$ cat config.mk
export PLATFORM = sky130hd
export DESIGN_NAME = alu_result_accumulator
export DESIGN_NICKNAME = d
export VERILOG_FILES = /design/src/rtl/alu_result_accumulator.sv
export SDC_FILE = /design/constraint.sdc
export NUM_CORES = 1
export LEC_CHECK = 0
export ABC_AREA = 1
export BUFFER_PORTS_ARGS = -buffer_cell sky130_fd_sc_hd__buf_2
export CORE_UTILIZATION = 40
export DETAILED_ROUTE_END_ITERATION = 10
export PLACE_DENSITY = 0.7
export SKIP_LAST_GASP = 1
export SLEW_MARGIN = 20
export SYNTH_ARGS = -nofsm -noshare
export SYNTH_HDL_FRONTEND = slang
export SYNTH_SLANG_ARGS = --single-unit
$ cat constraint.sdc
create_clock -name clk -period 2.25 [get_ports clk]
set_input_delay 0.45 -clock clk [delete_from_list [all_inputs] [get_ports clk]]
set_output_delay 0.45 -clock clk [all_outputs]
set_load 0.1 [all_outputs]
$ cat src/rtl/alu_result_accumulator.sv
// alu_result_accumulator: rebuilds the full-precision SIMD ALU sum from S and its carries,
// accumulates beats into a wide register, and emits one result per frame over valid/ready.
module alu_result_accumulator #(
    parameter int Width      = 8,
    parameter int AccWidth   = 20,
    parameter int CountWidth = 8
) (
    input  logic                  clk,
    input  logic                  reset,
    input  logic                  in_valid,
    output logic                  in_ready,
    input  logic [Width-1:0]      S,
    input  logic [1:0]            COUT_W_X_Y_CIN,
    input  logic                  COUT_Z_W_X_Y_CIN,
    input  logic                  in_last,
    input  logic [CountWidth-1:0] acc_len,
    input  logic                  saturate_en,
    output logic                  out_valid,
    input  logic                  out_ready,
    output logic [AccWidth-1:0]   out_data,
    output logic [CountWidth-1:0] out_count,
    output logic                  out_overflow
);
    typedef enum logic [1:0] {IDLE, ACCUM, HOLD} state_t;

    state_t                r_state, w_next;
    logic [AccWidth-1:0]   r_acc, w_acc;
    logic [CountWidth-1:0] r_cnt, w_cnt, r_len, w_len;
    logic                  r_ovf, w_ovf;
    logic [2:0]            w_carry;
    logic [AccWidth:0]     w_ext, w_sum;
    logic [CountWidth-1:0] w_len_eff, w_cnt_inc;
    logic                  w_accept;

    // Both carry outputs weigh 2^Width; their sum (0..4) forms the top three bits of the true sum.
    assign w_carry   = {1'b0, COUT_W_X_Y_CIN} + {2'b00, COUT_Z_W_X_Y_CIN};
    assign w_ext     = (AccWidth+1)'({w_carry, S});
    assign w_sum     = {1'b0, r_acc} + w_ext;
    assign w_len_eff = (acc_len == '0) ? CountWidth'(1) : acc_len;
    assign w_cnt_inc = r_cnt + CountWidth'(1);
    assign in_ready  = !reset && (r_state != HOLD);
    assign w_accept  = in_valid && in_ready;

    assign out_valid    = (r_state == HOLD);
    assign out_data     = r_acc;
    assign out_count    = r_cnt;
    assign out_overflow = r_ovf;

    always_comb begin
        w_next = r_state;
        w_acc  = r_acc;
        w_cnt  = r_cnt;
        w_len  = r_len;
        w_ovf  = r_ovf;
        case (r_state)
            IDLE: if (w_accept) begin
                w_acc  = w_ext[AccWidth-1:0];
                w_cnt  = CountWidth'(1);
                w_len  = w_len_eff;
                w_ovf  = 1'b0;
                w_next = (in_last || w_len_eff == CountWidth'(1)) ? HOLD : ACCUM;
            end
            ACCUM: if (w_accept) begin
                w_acc  = (w_sum[AccWidth] && saturate_en) ? '1 : w_sum[AccWidth-1:0];
                w_cnt  = w_cnt_inc;
                w_ovf  = r_ovf | w_sum[AccWidth];
                w_next = (in_last || w_cnt_inc == r_len) ? HOLD : ACCUM;
            end
            HOLD: w_next = out_ready ? IDLE : HOLD;
            default: w_next = IDLE;
        endcase
    end

    always_ff @(posedge clk or posedge reset) begin
        if (reset) begin
            r_state <= IDLE;
            r_acc   <= '0;
            r_cnt   <= '0;
            r_len   <= '0;
            r_ovf   <= 1'b0;
        end else begin
            r_state <= w_next;
            r_acc   <= w_acc;
            r_cnt   <= w_cnt;
            r_len   <= w_len;
            r_ovf   <= w_ovf;
        end
    end
endmodule
==> flow_summary_export.csv <==
group,metric,value,unit
die,std_cell_rows,31,
job,cap_violations,0,
die,core_area,7210,sq um
synthesis,ys_types,30,
worst_setup_path,critPathCaptureType,"flip-flop",
synthesis,yosysTopAreaCell,"dfrtp_1",
timing,max_freq,460,MHz
placed_design,dp_cells,605,
worst_setup_path,critPathRequiredTime,2480,ps
global_route,grt_pass1_vias,2962,
timing,hold_viol_final,0,
global_route,grt_max_degree,40,
clock_tree,cts.clk_slew.worst_paths,80,ps
final_layout,mostFrequentLayoutCells,"142 x nand2_1, 55 x buf_2, 49 x nor2_1, 48 x nand3_1, 45 x inv_1",
worst_setup_path,cp-start-kind,"primary input",
routing,drc_errors,0,
worst_setup_path,r2r_start,"out_data[0]",
outcome,status,"finished, final reports clean",
placed_design,place.gp.congestion,0.891,
synthesis,syn_nets,485,
worst_setup_path,arrival,2410,ps
timing,rsz0062_at_grt,"yes",
timing,slew_violations,0,
timing,final.period_utilization,0.966,
clock_tree,h-tree-depth,2,
timing,skew,6.69,ps
die,die_area,7790,sq um
placed_design,portBuffers,55,
routing,ant_nets,0,
routing,via_per_inst,5.04,
clock_tree,clk_path_buf_depth,2,
routing,num_vias,3111,
final_layout,finalNonFillerCells,617,
power,powerDensity,1330,nW/um^2
worst_setup_path,startpoint,"COUT_W_X_Y_CIN[0]",
clock_tree,tritoncts,"done",
final_layout,nets,558,
power,p_leak,1.92,nW
worst_hold_path,min_path_type,"in2async",
worst_setup_path,path_class,"in2reg",
synthesis,synth.area.top_cells,"dfrtp_1 33%, nand2_1 18%, nand3_1 8.1%",
synthesis,syn_avg_cell_area,6.71,sq um
die,initial_core_util,0.413,
synthesis,syn_area,2980,sq um
timing,period_needed,2170,ps
clock_tree,cts-root-buf,"clkbuf_8",
synthesis,yosysWarnings,0,
global_route,antenna_found_initial,0,
global_route,gr-usage-all-layers,0.209,
clock_tree,clkSinkCount,39,
timing,worst_pin_slew,898,ps
timing,finalSetupTns,0,ps
worst_setup_path,crit_path_max_fanout,10,
final_layout,area_growth,23.0,%
die,die_w,88.3,um
die,die-height,88.3,um
final_layout,layout_commonest_cell,"nand2_1",
die,ios,56,
routing,post_drt_wl_per_cell,12.6,um
global_route,gr-total-overflow,0,
synthesis,ys_seq_area_frac,0.328,
final_layout,post-route-util,0.508,
worst_setup_path,r2r_slack,120,ps
synthesis,synthCells,444,
clock_tree,clkLatencyLatePin,300,ps
power,peakVddDrop,1.09,mV
routing,drt_first_pass_iters,4,
routing,routed_wl,7.75,mm
timing,finalSetupViolCount,0,
clock_tree,cts_buffers,5,
placed_design,place_hpwl,5.66,mm
timing,slew_headroom,0.401,
global_route,grt_pass1_wl,12.9,mm
timing,fin_hold_ws,322,ps
synthesis,synth-seq-cells,39,
final_layout,drive_gt1_frac,0.243,
synthesis,synth_top_cell_area_share,0.328,
final_layout,nFillCells,747,
routing,first_iter_violations,179,
final_layout,diodes,0,
timing repair:
action	CTS	global route
endpoints found under the hold margin	0	0
endpoints found under the setup margin	0	20
buffers inserted	0	3
resized for setup	0	9
hold buffers	0	0
cell families after synthesis:
logic type               count (synthesis)  share of synthesized area
flip-flops                              39                      0.328
AND/OR/NAND/NOR                        274                      0.405
adder cells (fa/ha/maj)                 16                     0.0697
XOR/XNOR                                10                     0.0294
buffers and inverters                   59                     0.0811
AO/OA/AOI/OAI                           46                     0.0866
flip-flops by register name, summed over array words and instances, names as in the netlist:
register	flops
out_data	20
out_count	8
r_len	8
r_state	2
out_overflow	1
power by group:
group	total (mW)	internal, mW	switching [mW]
clock	0.550	0.279	0.270
sequential	1.20	0.945	0.252
combinational	3.14	0.918	2.22
per-stage QoR:
step	worst slack (ps)	power, mW	area, sq um
2_1_floorplan	17.3	3.62	3030
3_3_place_gp	-251	4.23	3500
3_5_place_dp	-285	4.28	3500
4_1_cts	17.3	4.85	3600
5_1_grt	-16.7	5.24	3660
6_report	75.5	4.89	3660
synthesized netlist by cell type:
| library cell | number |
|---|---|
| inv_1 | 46 |
| nand2_1 | 145 |
| a21boi_0 | 1 |
| buf_6 | 2 |
| o21ai_0 | 18 |
| o21ai_2 | 3 |
| o22ai_1 | 4 |
| fa_1 | 1 |
| nand3_2 | 3 |
| buf_2 | 4 |
| a22o_1 | 1 |
| nor3_2 | 1 |
| a21oi_1 | 17 |
| nand3b_1 | 9 |
| ha_1 | 15 |
| xnor2_1 | 6 |
| nand2_4 | 3 |
| nor2_1 | 52 |
| o21a_1 | 1 |
| dfrtp_1 | 39 |
| clkbuf_1 | 5 |
| nand2b_1 | 1 |
| nand2_2 | 4 |
| nor3_1 | 5 |
| inv_2 | 2 |
| nand3_4 | 1 |
| a21o_1 | 1 |
| xor2_1 | 4 |
| nand4_1 | 2 |
| nand3_1 | 48 |
worst max-delay path, stage by stage:
cell	delay (ps)
buf_2	100
ha_1	190
ha_1	320
ha_1	350
nand2_1	110
nor2_1	250
nand2_4	100
nand2_4	120
nand3_4	170
nand2_2	110
inv_2	40
o21ai_2	90
worst paths after layout:
path                                endpoint  depth (start not counted)
worst min-delay path             out_data[1]                          3
max in group asynchronous        out_data[0]                          3
worst max-delay path             out_data[0]                         12
worst max register to register  out_data[16]                         15
worst min register to register      r_len[1]                          2
min in group clk                    r_len[6]                          3
final cells by class:
| cell class | instances | area (sq um) | area share |
|---|---|---|---|
| multi-input combinational | 347 | 1820 | 0.497 |
| sequential | 39 | 995 | 0.272 |
| timing repair buffer | 76 | 437 | 0.119 |
| inverter | 48 | 184 | 0.0502 |
| tap | 99 | 124 | 0.0338 |
| clock buffer | 7 | 96.3 | 0.0263 |
| clock inverter | 1 | 7.51 | 0.00205 |
routing by layer:
layer	GRT usage	up-vias	share of wire
li1	-	1572	-
met1	0.251	1439	0.43
met2	0.380	83	0.51
met3	0.0289	17	0.041
met4	0.0762	0	0.018
met5	0	-	0
No activity file was read; power rests on OpenSTA's default activity.
